===== config.mk =====
export PLATFORM = sky130hd
export DESIGN_NAME = intra_recon_sequencer_flat
export DESIGN_NICKNAME = d
export VERILOG_FILES = /design/src/rtl/intra_recon_sequencer_if.sv /design/src/rtl/intra_recon_sequencer.sv /design/src/flat_wrapper.sv
export SDC_FILE = /design/constraint.sdc
export NUM_CORES = 1
export LEC_CHECK = 0
export BUFFER_PORTS_ARGS = -buffer_cell sky130_fd_sc_hd__buf_4
export CORE_UTILIZATION = 50
export DETAILED_ROUTE_END_ITERATION = 8
export PLACE_DENSITY_LB_ADDON = 0.1
export SYNTH_ARGS = -nofsm -noshare
export SYNTH_HDL_FRONTEND = slang
export SYNTH_SLANG_ARGS = --single-unit

===== constraint.sdc =====
create_clock -name clk -period 3 [get_ports clk]
set_clock_uncertainty 0.05 [all_clocks]
set_input_delay 0.9 -clock clk [delete_from_list [all_inputs] [get_ports clk]]
set_output_delay 0.9 -clock clk [all_outputs]
set_load 0.1 [all_outputs]

===== src/rtl/intra_recon_sequencer_if.sv =====
// Handshake bundle between the intra reconstruction sequencer and the
// surrounding datapath.
//   master : sequencer side (drives control, index, recon and output strobes)
//   slave  : environment side (front end, reconstructor, downstream sink)
// Signals:
//   start/busy/frame_done              frame control and status
//   mbnumber/pred_enable               extractor + predictor control
//   mode_in/mode_valid                 mode decision (no back-pressure)
//   residue_valid/residue_ready        residue block handshake
//   recon_enable/recon_mode            reconstructor strobe + latched mode
//   mb_valid/mb_ready/mb_count         finished block handshake + progress
interface intra_recon_sequencer_if;
  logic        start;
  logic        busy;
  logic        frame_done;
  logic [31:0] mbnumber;
  logic        pred_enable;
  logic [2:0]  mode_in;
  logic        mode_valid;
  logic        residue_valid;
  logic        residue_ready;
  logic        recon_enable;
  logic [2:0]  recon_mode;
  logic        mb_valid;
  logic        mb_ready;
  logic [31:0] mb_count;

  modport master (
    input  start, mode_in, mode_valid, residue_valid, mb_ready,
    output busy, frame_done, mbnumber, pred_enable, residue_ready,
           recon_enable, recon_mode, mb_valid, mb_count
  );

  modport slave (
    output start, mode_in, mode_valid, residue_valid, mb_ready,
    input  busy, frame_done, mbnumber, pred_enable, residue_ready,
           recon_enable, recon_mode, mb_valid, mb_count
  );
endinterface


===== src/rtl/intra_recon_sequencer.sv =====
// Frame-level sequencer for intra reconstruction. Walks macroblocks in
// raster order: FETCH (predictor enabled for PRED_LATENCY cycles), WAIT
// (collect mode + residue in any order), RECON (one-cycle reconstructor
// strobe), DRAIN (remaining reconstruction latency), OUTPUT (valid/ready
// to downstream), then the next block or DONE.
// Ports:
//   clk   - rising-edge clock
//   reset - asynchronous, active-low
//   bus   - intra_recon_sequencer_if.master (all handshake/status signals)
module intra_recon_sequencer #(
  parameter int WIDTH         = 1280,
  parameter int LENGTH        = 720,
  parameter int MB_SIZE_W     = 4,
  parameter int MB_SIZE_L     = 4,
  parameter int PRED_LATENCY  = 2,
  parameter int RECON_LATENCY = 1
) (
  input logic                     clk,
  input logic                     reset,
  intra_recon_sequencer_if.master bus
);

  localparam int NUM_MB = (WIDTH / MB_SIZE_W) * (LENGTH / MB_SIZE_L);

  typedef enum logic [2:0] {
    S_IDLE, S_FETCH, S_WAIT, S_RECON, S_DRAIN, S_OUTPUT, S_DONE
  } state_t;

  state_t      state, state_nxt;
  logic [31:0] cnt;
  logic [31:0] mbnumber_q;
  logic [31:0] mb_count_q;
  logic [2:0]  recon_mode_q;
  logic        mode_got, res_got;

  // Captures only count inside WAIT and only once per macroblock.
  logic mode_cap, res_cap, hs, last_mb, go;
  assign mode_cap = (state == S_WAIT) && bus.mode_valid && !mode_got;
  assign res_cap  = (state == S_WAIT) && bus.residue_valid && !res_got;
  assign hs       = (state == S_OUTPUT) && bus.mb_ready;
  assign last_mb  = (mbnumber_q == 32'(NUM_MB - 1));
  assign go       = (state == S_IDLE) && bus.start;

  // State register
  always_ff @(posedge clk or negedge reset) begin
    if (!reset) state <= S_IDLE;
    else        state <= state_nxt;
  end

  // Next-state logic
  always_comb begin
    state_nxt = state;
    case (state)
      S_IDLE:   if (bus.start) state_nxt = S_FETCH;
      S_FETCH:  if (cnt == 32'd1) state_nxt = S_WAIT;
      // Counting same-cycle captures lets a block whose mode and residue
      // both arrive on the first WAIT cycle go straight to RECON.
      S_WAIT:   if ((mode_got || mode_cap) && (res_got || res_cap))
                  state_nxt = S_RECON;
      S_RECON:  state_nxt = (RECON_LATENCY > 1) ? S_DRAIN : S_OUTPUT;
      S_DRAIN:  if (cnt == 32'd1) state_nxt = S_OUTPUT;
      S_OUTPUT: if (bus.mb_ready) state_nxt = last_mb ? S_DONE : S_FETCH;
      S_DONE:   state_nxt = S_IDLE;
      default:  state_nxt = S_IDLE;
    endcase
  end

  // Outputs
  always_comb begin
    bus.busy          = (state != S_IDLE);
    bus.pred_enable   = (state == S_FETCH);
    bus.residue_ready = (state == S_WAIT) && !res_got;
    bus.recon_enable  = (state == S_RECON);
    bus.mb_valid      = (state == S_OUTPUT);
    bus.frame_done    = (state == S_DONE);
    bus.mbnumber      = mbnumber_q;
    bus.mb_count      = mb_count_q;
    bus.recon_mode    = recon_mode_q;
  end

  // Datapath: latency counter, block index, progress, captured mode/flags.
  always_ff @(posedge clk or negedge reset) begin
    if (!reset) begin
      cnt          <= '0;
      mbnumber_q   <= '0;
      mb_count_q   <= '0;
      recon_mode_q <= '0;
      mode_got     <= 1'b0;
      res_got      <= 1'b0;
    end else begin
      if (go) begin
        cnt        <= 32'(PRED_LATENCY);
        mbnumber_q <= '0;
        mb_count_q <= '0;
        mode_got   <= 1'b0;
        res_got    <= 1'b0;
      end
      if (state == S_FETCH || state == S_DRAIN) cnt <= cnt - 32'd1;
      if (state == S_RECON) begin
        // DRAIN covers the latency beyond the RECON cycle itself.
        cnt      <= 32'(RECON_LATENCY - 1);
        mode_got <= 1'b0;
        res_got  <= 1'b0;
      end
      if (mode_cap) begin
        recon_mode_q <= bus.mode_in;
        mode_got     <= 1'b1;
      end
      if (res_cap) res_got <= 1'b1;
      if (hs) begin
        mb_count_q <= mb_count_q + 32'd1;
        // Index stops at the last block so it reads back after the frame.
        if (!last_mb) begin
          mbnumber_q <= mbnumber_q + 32'd1;
          cnt        <= 32'(PRED_LATENCY);
        end
      end
    end
  end

endmodule


===== src/flat_wrapper.sv =====
// flat-port wrapper written by rule: the top's interface ports become plain ports
module intra_recon_sequencer_flat 
#(
  parameter int WIDTH         = 1280,
  parameter int LENGTH        = 720,
  parameter int MB_SIZE_W     = 4,
  parameter int MB_SIZE_L     = 4,
  parameter int PRED_LATENCY  = 2,
  parameter int RECON_LATENCY = 1
)
  (clk, reset, bus_start, bus_mode_in, bus_mode_valid, bus_residue_valid, bus_mb_ready, bus_busy, bus_frame_done, bus_mbnumber, bus_pred_enable, bus_residue_ready, bus_recon_enable, bus_recon_mode, bus_mb_valid, bus_mb_count);
  intra_recon_sequencer_if bus_i ();
  input logic clk;
  input logic reset;
  input wire logic [$bits(bus_i.start)-1:0] bus_start;
  input wire logic [$bits(bus_i.mode_in)-1:0] bus_mode_in;
  input wire logic [$bits(bus_i.mode_valid)-1:0] bus_mode_valid;
  input wire logic [$bits(bus_i.residue_valid)-1:0] bus_residue_valid;
  input wire logic [$bits(bus_i.mb_ready)-1:0] bus_mb_ready;
  output wire logic [$bits(bus_i.busy)-1:0] bus_busy;
  output wire logic [$bits(bus_i.frame_done)-1:0] bus_frame_done;
  output wire logic [$bits(bus_i.mbnumber)-1:0] bus_mbnumber;
  output wire logic [$bits(bus_i.pred_enable)-1:0] bus_pred_enable;
  output wire logic [$bits(bus_i.residue_ready)-1:0] bus_residue_ready;
  output wire logic [$bits(bus_i.recon_enable)-1:0] bus_recon_enable;
  output wire logic [$bits(bus_i.recon_mode)-1:0] bus_recon_mode;
  output wire logic [$bits(bus_i.mb_valid)-1:0] bus_mb_valid;
  output wire logic [$bits(bus_i.mb_count)-1:0] bus_mb_count;
  assign bus_i.start = bus_start;
  assign bus_i.mode_in = bus_mode_in;
  assign bus_i.mode_valid = bus_mode_valid;
  assign bus_i.residue_valid = bus_residue_valid;
  assign bus_i.mb_ready = bus_mb_ready;
  assign bus_busy = bus_i.busy;
  assign bus_frame_done = bus_i.frame_done;
  assign bus_mbnumber = bus_i.mbnumber;
  assign bus_pred_enable = bus_i.pred_enable;
  assign bus_residue_ready = bus_i.residue_ready;
  assign bus_recon_enable = bus_i.recon_enable;
  assign bus_recon_mode = bus_i.recon_mode;
  assign bus_mb_valid = bus_i.mb_valid;
  assign bus_mb_count = bus_i.mb_count;
  intra_recon_sequencer #(.WIDTH(WIDTH), .LENGTH(LENGTH), .MB_SIZE_W(MB_SIZE_W), .MB_SIZE_L(MB_SIZE_L), .PRED_LATENCY(PRED_LATENCY), .RECON_LATENCY(RECON_LATENCY)) u_core (.clk(clk), .reset(reset), .bus(bus_i));
endmodule

======== Yosys cells after proc, flatten, opt, wreduce, memory -nomap -nowiden ========
Index checks and enable logic that the tools add are counted.
storage, ports and cells
  register bits after elaboration ......... 104
  input port bits ......................... 9
  output and inout bits ................... 73
  word-level logic and storage cells ...... 63
operators by class
  add/subtract/negate cells ............... 3
  equality and inequality tests ........... 13
  muxes and demuxes ....................... 21
  reduce and logical (&&, ||, !) cells .... 19
operators by type and width
  cell                                                                      count
  32-bit 2-to-1 mux                                                         10
  32-bit by 1-bit adder with 32-bit output (second input constant)          2
  32-bit by 1-bit == test with 1-bit output (second input constant)         1
  32-bit by 16-bit == test with 1-bit output (second input constant)        1
  32-bit by 1-bit subtractor with 32-bit output (second input constant)     1
  3-bit 2-to-1 mux                                                          6
  3-bit one-hot mux with 6 select lines                                     1
  3-bit == test (second input constant)                                     3
  3-bit nonzero test                                                        3
  1-bit logical AND                                                         8
  3-bit by 2-bit == test with 1-bit output (second input constant)          2
  2-bit inequality test (second input constant)                             3
  5-bit AND reduction                                                       1
  1-bit 2-to-1 mux                                                          4
  2-bit by 1-bit inequality test with 1-bit output (second input constant)  2
  3-bit by 1-bit == test with 1-bit output (second input constant)          1
  3-bit zero test                                                           1
  1-bit logical OR                                                          3
  1-bit zero test                                                           2
  2-bit nonzero test                                                        1

======== Depth between registers and ports, before layout ========
Gate-level depths: netlist of run 1.
  word-level depth ........................ 7
  mapped depth ............................ 9
  depth with buffers taken out ............ 6

======== Worst setup path after synthesis of run 1 ========
Ideal clock, no wire load.
  kind .................................... register to output
  start point ............................. register u_core.state[0]
  end point ............................... output port bus_pred_enable
  arrival ................................. 2823 ps
  required time ........................... 2050 ps
  setup slack ............................. -773 ps
  cell stages (with the launch flop) ...... 4
  path buffers ............................ 1
  cell sequence ........................... dfrtp_1 > clkbuf_1 > inv_1 > nor3_1
on the way
  longest elaborated chain between the ends .. 1
RTL lines
  element                                   line                         source
  start, declared                           intra_recon_sequencer.sv:29  state_t state, state_nxt;
  start signal, assigned                    intra_recon_sequencer.sv:47  else state <= state_nxt;
  3-bit by 1-bit == test with 1-bit output  intra_recon_sequencer.sv:71  bus.pred_enable = (state == S_FETCH);
  end, declared                             flat_wrapper.sv:23           output wire logic [$bits(bus_i.pred_enable)-1:0] bus_pred_enable;
Every way passes these cells.

======== Final worst setup path of run 1 ========
  start point ............................. register u_core.state[1]
  end point ............................... output port bus_residue_ready
on the way
  longest elaborated chain between the ends .. 2
RTL lines
  element                                   line                         source
  3-bit by 2-bit == test with 1-bit output  intra_recon_sequencer.sv:72  bus.residue_ready = (state == S_WAIT) && !res_got;
  1-bit logical AND                         intra_recon_sequencer.sv:72
  end, declared                             flat_wrapper.sv:24           output wire logic [$bits(bus_i.residue_ready)-1:0] bus_residue_ready;
Every way passes these cells.

==> impl_metrics.json, run 1 <==
{
  "path_cells": "inv_1 > or3_1 > nor2_2 > buf_4",
  "ys_async_sr_fraction_pct": 100,
  "fmax_ghz": 0.352,
  "dp_cells": 811,
  "grt_overflow_total": 0,
  "yosys_warnings": 0,
  "end_kind": "primary output",
  "drive_above_1_share_pct": 21.1,
  "rows": 38,
  "synth_seq_cells": 104,
  "seq_power_share_pct": 37.3,
  "routed_via_density": 6.24,
  "crit_slowest_cell": "dfrtp_2",
  "critPathBufInv": 2,
  "synthCells": 602,
  "synth_top_area_share_pct": 46.9,
  "powerDensity_mw_per_mm2": 808,
  "max-cap-violations": 0,
  "reg2regPathDepth": 7,
  "die_h_um": 107,
  "peakVddDrop_uv": 828,
  "fin_cells": 827,
  "internal_power_w": 0.00274,
  "min_period_ns": 2.84,
  "dieWidth_um": 107,
  "max_slew_margin_pct": 39.8,
  "setup_tns_ns": 0,
  "totalWireLength_um": 13900,
  "cts_tree": "done",
  "wl_per_cell_um": 16.9,
  "h-tree-depth": 3,
  "drc": 0,
  "cts_buffer_depth": 2,
  "clk_latency_ns": 0.38,
  "antenna_found_initial": 0,
  "path_clk_slew_ns": 0.10,
  "synth_top_area_cell": "dfrtp_1",
  "synth.most_common_cell": "dfrtp_1",
  "setup.worst_path.start_class": "register",
  "dp_hpwl_um": 9820,
  "p_sw_w": 0.00255,
  "cts.sinks": 104,
  "setup_viol": 0,
  "final_nets": 695,
  "critical_path.max_fanout": 13,
  "grt_pass1_vias": 4844,
  "cp_top_family": "simple AND/OR/NAND/NOR gates",
  "syn_avg_cell_area_um2": 9.23,
  "synth_nets": 615,
  "p_leak_nw": 2.86,
  "drt_first_pass_iters": 5,
  "pwr-share-clk_pct": 15.2,
  "first_iter_violations": 290,
  "hold_viol": 0,
  "utilization_pct": 60.4,
  "hold_path_class": "input port to asynchronous set/reset pin",
  "area_delta_synth_final_pct": 18.0,
  "cts_buffers": 9,
  "outcome": "finished clean",
  "synth_flop_cell": "dfrtp_1",
  "cp.depth": 4,
  "yosys.cell_types.count": 46,
  "worstPathRequired_ns": 2.05,
  "start_util_pct": 51.2,
  "grt_usage_pct": 25.6,
  "cts_setup_buffers": 0,
  "finalWeightedCongestion": 0.881,
  "synthTopCellsByArea": "dfrtp_1 (47%), nand2_1 (4.1%), a21oi_1 (4.0%)",
  "final.period_utilization_pct": 94.7,
  "yosysSeqAreaShare_pct": 46.9,
  "tightest_slew_ns": 0.903,
  "fillers": 973,
  "vias": 5164,
  "die-area_mm2": 0.0115,
  "p_comb_share_pct": 47.5,
  "netSwitchingFraction_pct": 48.2,
  "grt_pass1_wl_um": 23300,
  "synth_common_cells": "dfrtp_1 (104), nand2_1 (60), a21oi_1 (44), nand3_1 (43), nor2_1 (34)",
  "drv_slew": 0,
  "num_io_pins": 82,
  "diodes": 0,
  "critPathMaxStageDelay_ns": 0.50,
  "ant_nets": 0,
  "syn_area_mm2": 0.00555,
  "io_buffers": 81,
  "synth-edff-count": 0,
  "arrival_ns": 1.89,
  "path_class": "register to primary output",
  "clock_tree.root_cell": "clkbuf_8",
  "core-area_mm2": 0.0108,
  "grt_setup_unrepaired": "false",
  "grt_max_degree": 53
}
-- routing by layer --
layer	wire length (um)	global-route usage [%]
met5	0	0
met2	6600	41.4
met4	206	9.30
met1	6510	35.3
met3	624	3.27
-- flip-flops by register name, indices dropped and copies added (netlist names) --
signal                 flops
u_core.bus.mb_count       32
u_core.bus.mbnumber       32
u_core.cnt                32
u_core.bus.recon_mode      3
u_core.state               3
u_core.mode_got            1
u_core.res_got             1
-- timing repair --
action | 4_1_cts | 5_1_grt
setup endpoints to repair | 0 | 1
resized for setup | 0 | 1
hold buffers | 0 | 0
-- worst paths after layout --
path | start | to | slack [ns]
setup reg to reg | u_core.bus.mbnumber[0]$_DFF_PN0_ | u_core.cnt[14]$_DFF_PN0_ | 0.18
min in group clk | u_core.mode_got$_DFFE_PN0P_ | u_core.mode_got$_DFFE_PN0P_ | 0.46
setup / recovery | u_core.state[1]$_DFFE_PN0P_ | bus_residue_ready | 0.16
hold reg to reg | u_core.mode_got$_DFFE_PN0P_ | u_core.mode_got$_DFFE_PN0P_ | 0.46
hold / removal | reset | u_core.bus.mb_count[31]$_DFFE_PN0P_ | 0.38
max in group asynchronous | reset | u_core.cnt[26]$_DFF_PN0_ | 1.85
-- power by group through the flow --
stage               combinational, W  clock, W  sequential [W]
CTS                          0.00252  0.000828         0.00197
floorplan                    0.00154         0         0.00232
detailed placement           0.00252         0         0.00199
global route                 0.00273  0.000878         0.00202
global placement             0.00244         0         0.00197
finish                       0.00251  0.000806         0.00197
-- cells by family after synthesis --
family	after synthesis	share of synthesized area [%]
xor+xnor	7	1.10
simple gates	275	26.7
fa+ha+maj	4	0.901
buf+inv	41	3.09
compound gates	149	17.2
mux	22	4.12
flops	104	46.9
-- placed cells by master, fill, tap and decap left out, types with 8 or more instances in the layout --
cell type  synthesis  routed
or3_1             25      25
o311ai_0          10      10
dfrtp_1          104      96
mux2i_1           15      15
nand2_1           60      59
nor3_1            18      16
o31ai_1           21      20
inv_1             13      13
o21ai_0           29      28
nand4_1           20      20
nand3_1           43      43
a21oi_1           44      44
nor2_1            34      33
o211ai_1          24      24
and3_1            15      15
dfrtp_2            0       8
buf_4              0      96
nor4_1            16      16
clkbuf_8           0      10
or4_1             12      12
-- per-stage QoR --
stage / power (W) / hold WS (ns) / cell area (um^2) / worst slack [ns]
2_1_floorplan: 0.00386 / 0.411 / 5570 / 0.00614
3_3_place_gp: 0.00441 / 0.427 / 6380 / 0.350
3_5_place_dp: 0.00451 / 0.432 / 6380 / 0.230
4_1_cts: 0.00532 / 0.382 / 6550 / 0.00702
5_1_grt: 0.00563 / 0.396 / 6550 / 0.0121
6_report: 0.00529 / 0.377 / 6550 / 0.158
-- cell type report --
cell class / instances / area [um^2] / area share, %
Clock inverter: 3 / 17.5 / 0.267
Inverter: 13 / 48.8 / 0.745
Multi-Input combinational cell: 457 / 2810 / 42.9
Timing Repair Buffer: 97 / 741 / 11.3
Tap cell: 140 / 175 / 2.67
Clock buffer: 13 / 149 / 2.27
Sequential cell: 104 / 2610 / 39.9
No activity file was read; power rests on OpenSTA's default activity.
==> run 2, diff against run 1 <==
- clock period: 3 -> 2.9 ns (I/O delays scaled with it)
==> run 2 against run 1 <==
Compared with the run above: cell area increased by 0.90%; flip-flop and latch count unchanged; register-to-register slack improved by 0.17 ns; sequential power increased by 3%; hold slack improved by 0.0056 ns; worst setup slack improved by 0.0070 ns; critical path depth decreased by 1; core utilization increased by 0.54 points; critical path type unchanged; critical endpoint unchanged; highest routed layer unchanged.
==> impl_metrics.json, run 2 (synthesized netlist as in run 1, its figures left out) <==
{
  "fmax_ghz": 0.366,
  "cts_buffer_depth": 2,
  "diodes": 0,
  "critical_path.max_fanout": 13,
  "end_kind": "primary output",
  "p_leak_nw": 2.89,
  "start_util_pct": 51.2,
  "setup_viol": 0,
  "drv_slew": 0,
  "r2r_setup_slack_ns": 0.35,
  "cts_tree": "done",
  "cts_buffers": 9,
  "routed_via_density": 6.20,
  "grt_util_met3_pct": 3.15,
  "io_buffers": 81,
  "fillers": 970,
  "clock_tree.root_cell": "clkbuf_8",
  "wl_per_cell_um": 16.6,
  "grt_pass1_vias": 4763,
  "totalWireLength_um": 13700,
  "path_cells": "or3_1 > nor2_2 > buf_4",
  "ant_nets": 0,
  "p_comb_share_pct": 48.2,
  "grt_busiest_layer": "met2",
  "mostFrequentLayoutCells": "dfrtp_1 (96), buf_4 (94), nand2_1 (59)",
  "setup.worst_path.start_class": "register",
  "die-area_mm2": 0.0115,
  "min_period_ns": 2.74,
  "grt_setup_unrepaired": "false",
  "fin_ws_ns": 0.165,
  "critPathBufInv": 1,
  "hold_path_class": "input port to asynchronous set/reset pin",
  "p_sw_w": 0.00259,
  "grt_usage_pct": 25.0,
  "dieWidth_um": 107,
  "dp_hpwl_um": 9580,
  "hold_viol": 0,
  "path_class": "register to primary output",
  "max-cap-violations": 0,
  "final_nets": 696,
  "r2r_end": "u_core.cnt[26]$_DFF_PN0_",
  "final.period_utilization_pct": 94.3,
  "netSwitchingFraction_pct": 47.1,
  "reg2regPathDepth": 5,
  "vias": 5118,
  "arrival_ns": 1.82,
  "fin_total_pwr_w": 0.00551,
  "antenna_found_initial": 0,
  "num_io_pins": 82,
  "ctsHoldBuffers": 0,
  "grt_pass1_wl_um": 23100,
  "max_slew_margin_pct": 57.8,
  "rows": 38,
  "first_iter_violations": 299,
  "seq_power_share_pct": 36.7,
  "outcome": "finished clean",
  "crit_slowest_cell": "dfrtp_1",
  "met1_usage_pct": 35.3,
  "area_delta_synth_final_pct": 19.0,
  "clk_latency_ns": 0.36,
  "tightest_slew_ns": 0.632,
  "layout_commonest_cell": "dfrtp_1",
  "pwr-share-clk_pct": 15.2,
  "powerDensity_mw_per_mm2": 833,
  "critPathMaxStageDelay_ns": 0.53,
  "cts_setup_buffers": 0,
  "drt_first_pass_iters": 5,
  "drive_above_1_share_pct": 21.3,
  "critPathLaunch": "u_core.state[0]$_DFFE_PN0P_",
  "cts.sinks": 104,
  "grt_overflow_total": 0,
  "grt_max_degree": 40,
  "use_met2_pct": 39.7,
  "cts_resized": 0,
  "place_ws_ns": 0.355,
  "drc": 0,
  "cp_top_family": "simple AND/OR/NAND/NOR gates",
  "peakVddDrop_uv": 1010,
  "worstReg2RegStart": "u_core.cnt[2]$_DFF_PN0_",
  "h-tree-depth": 3,
  "worstPathRequired_ns": 1.98,
  "finalWeightedCongestion": 0.852,
  "core-area_mm2": 0.0108,
  "die_h_um": 107,
  "internal_power_w": 0.00292,
  "path_clk_slew_ns": 0.09
}
run 2: cell type report:
class / instances / area (um^2) / share of cell area [%]
Inverter: 13 / 48.8 / 0.738
Tap cell: 140 / 175 / 2.65
Timing Repair Buffer: 98 / 786 / 11.9
Multi-Input combinational cell: 457 / 2810 / 42.5
Sequential cell: 104 / 2620 / 39.6
Clock buffer: 14 / 173 / 2.61
run 2: power by group through the flow:
stage / clock network, W / registers, W / logic, W
floorplan: 0 / 0.00241 / 0.00159
global placement: 0 / 0.00202 / 0.00259
detailed placement: 0 / 0.00204 / 0.00264
CTS: 0.000861 / 0.00202 / 0.00265
global route: 0.000911 / 0.00207 / 0.00288
finish: 0.000835 / 0.00202 / 0.00265
run 2: worst max path at each step:
| stage | to | slack, ns | depth (start not counted) |
|---|---|---|---|
| floorplan | bus_pred_enable | -0.006 | 3 |
| global placement | u_core.cnt[22]$_DFF_PN0_ | 0.43 | 5 |
| detailed placement | u_core.cnt[26]$_DFF_PN0_ | 0.35 | 5 |
| CTS | bus_residue_ready | 0.15 | 3 |
| global route | bus_residue_ready | 0.08 | 3 |
| finish | bus_residue_ready | 0.16 | 3 |
run 2: through the flow:
| stage | hold slack (ns) | utilization (%) | TNS [ns] | area (um^2) | instances |
|---|---|---|---|---|---|
| 2_1_floorplan | 0.411 | - | -0.00603 | 5580 | 602 |
| 5_1_grt | 0.402 | 61.0 | 0 | 6610 | 826 |
| 3_5_place_dp | 0.430 | 59.4 | 0 | 6440 | 812 |
| 6_report | 0.383 | 61.0 | 0 | 6610 | 826 |
| 4_1_cts | 0.382 | 61.0 | 0 | 6610 | 826 |
| 3_3_place_gp | 0.423 | 59.4 | 0 | 6440 | 812 |
run 2: worst register-to-register path: stages, from the launching register on:
cell     delay [ns]
dfrtp_1        0.44
or3_4          0.42
or4_4          0.49
or3_4          0.43
or4_1          0.48
a21oi_1        0.17
run 2: metal layers:
layer / share of wire (%) / wire length [um]
met3: 3.9 / 537
met5: 0 / 0
met2: 47 / 6390
met4: 1.5 / 211
met1: 48 / 6600
==> run 3, diff against run 2 <==
- CORE_ASPECT_RATIO: not set -> 0.8
==> run 3 against run 2 <==
Compared with the run above: via count up 2.2%; sequential share of layout area decreased by 0.68 points; die area is essentially flat; critical path depth up 4; combinational power is 2% higher; first-iteration DRC count is 30% higher; register-to-register slack worse by 0.15 ns; flip-flop and latch count unchanged; total power increased by 8.5%; hold slack gained 0.050 ns.
==> impl_metrics.json, run 3 (synthesized netlist as in run 1, its figures left out) <==
{
  "outcome": "finished clean",
  "dieWidth_um": 120,
  "drt_first_pass_iters": 5,
  "seq_power_share_pct": 34.2,
  "top_layer": "met4",
  "totalWireLength_um": 14700,
  "antenna_found_initial": 0,
  "max_slew_margin_pct": 50.3,
  "grt_overflow_total": 0,
  "wl_met3_um": 804,
  "internal_power_w": 0.00325,
  "setup.worst_path.start_class": "register",
  "pwr-share-clk_pct": 20.8,
  "setup_viol": 0,
  "tightest_slew_ns": 0.745,
  "routed_via_density": 6.27,
  "cts_buffers": 9,
  "path_clk_slew_ns": 0.07,
  "reg2regPathDepth": 7,
  "drv_slew": 0,
  "max-cap-violations": 0,
  "grt_setup_unrepaired": "false",
  "cts_resized": 0,
  "cts_tree": "done",
  "clock_tree.root_cell": "clkbuf_16",
  "netSwitchingFraction_pct": 45.6,
  "cts_buffer_depth": 2,
  "core-area_mm2": 0.0108,
  "grt_max_degree": 52,
  "drive_above_1_share_pct": 21.9,
  "grt_usage_pct": 25.8,
  "p_sw_w": 0.00273,
  "first_iter_violations": 390,
  "diodes": 0,
  "dpl_cell_area_mm2": 0.00643,
  "r2r_setup_slack_ns": 0.20,
  "fin_total_pwr_w": 0.00597,
  "wl_per_cell_um": 17.6,
  "dp_hpwl_um": 10100,
  "ant_nets": 0,
  "h-tree-depth": 3,
  "p_leak_nw": 2.94,
  "hold_path_class": "register to register",
  "drc": 0,
  "final.period_utilization_pct": 93.2,
  "area_delta_synth_final_pct": 21.1,
  "peakVddDrop_uv": 778,
  "worstPathRequired_ns": 3.12,
  "grt_pass1_wl_um": 23300,
  "vias": 5231,
  "dp_cells": 819,
  "start_util_pct": 51.2,
  "final_area_mm2": 0.00673,
  "path_class": "register to register",
  "setup_tns_ns": 0,
  "hold_viol": 0,
  "mostFrequentLayoutCells": "buf_4 (100), dfrtp_1 (96), nand2_1 (59)",
  "num_io_pins": 82,
  "arrival_ns": 2.92,
  "fmax_ghz": 0.370,
  "wl_met2_um": 6710,
  "critical_path.max_fanout": 31,
  "final_nets": 699,
  "clk_latency_ns": 0.35,
  "rows": 34,
  "io_buffers": 81,
  "fillers": 912,
  "place_ws_ns": 0.205,
  "grt_pass1_vias": 4648,
  "die_h_um": 96.3,
  "layout_commonest_cell": "buf_4",
  "cts_setup_buffers": 0,
  "fin_ws_ns": 0.198,
  "cts.sinks": 104,
  "ctsHoldBuffers": 0,
  "powerDensity_mw_per_mm2": 888,
  "end_kind": "register",
  "p_comb_share_pct": 45.0,
  "hold_depth": 1,
  "min_period_ns": 2.70,
  "wl_met1_um": 7000,
  "finalWeightedCongestion": 0.845,
  "die-area_mm2": 0.0115,
  "fin_cells": 834
}
-- run 3: cell types whose count changed in the layout (fill, tap and decap cells not counted) --
cell	change
clkbuf_8	-10
clkbuf_16	+9
clkinv_2	+1
buf_4	+6
buf_12	-3
bufinv_16	+1
clkbuf_1	-1
clkinvlp_4	+1
-- run 3: routing by layer --
layer | track usage, % | vias up
met3 | 4.80 | 12
met2 | 40.3 | 152
met5 | 0 | -
met1 | 36.9 | 2598
met4 | 6.77 | 0
li1 | - | 2469
-- run 3: final cells by class --
cell class	instances	area [um^2]	area share, %
Clock buffer	12	256	3.81
Tap cell	144	180	2.68
Clock inverter	3	42.5	0.632
Sequential cell	104	2620	38.9
Timing Repair Buffer	101	771	11.5
Multi-Input combinational cell	457	2810	41.8
Inverter	13	48.8	0.725
-- run 3: worst paths after layout --
check,start,endpoint
min in group asynchronous,reset,u_core.bus.mb_count[25]$_DFFE_PN0P_
hold / removal,u_core.bus.mb_count[31]$_DFFE_PN0P_,u_core.bus.mb_count[31]$_DFFE_PN0P_
hold reg to reg,u_core.bus.mb_count[31]$_DFFE_PN0P_,u_core.bus.mb_count[31]$_DFFE_PN0P_
setup reg to reg,u_core.bus.mbnumber[0]$_DFF_PN0_,u_core.cnt[5]$_DFF_PN0_
setup / recovery,u_core.bus.mbnumber[0]$_DFF_PN0_,u_core.cnt[5]$_DFF_PN0_
max in group asynchronous,reset,u_core.cnt[3]$_DFF_PN0_
-- run 3: worst max-delay path, stage by stage, from the launching register on --
cell	delay [ns]
dfrtp_4	0.43
ha_1	0.20
nand2_1	0.12
or3_1	0.50
o31ai_4	0.72
o21ai_1	0.14
buf_4	0.28
a21oi_1	0.17
-- run 3: power groups by stage --
stage	Clock, W	Sequential [W]	Combinational (W)
detailed placement	0	0.00205	0.00266
finish	0.00124	0.00204	0.00269
CTS	0.00127	0.00203	0.00268
floorplan	0	0.00241	0.00159
global route	0.00131	0.00209	0.00290
global placement	0	0.00203	0.00258
-- run 3: stage by stage --
step	util [%]	hold slack, ns
2_1_floorplan	-	0.411
3_3_place_gp	59.3	0.419
3_5_place_dp	59.3	0.427
4_1_cts	62.0	0.438
5_1_grt	62.0	0.454
6_report	62.0	0.433
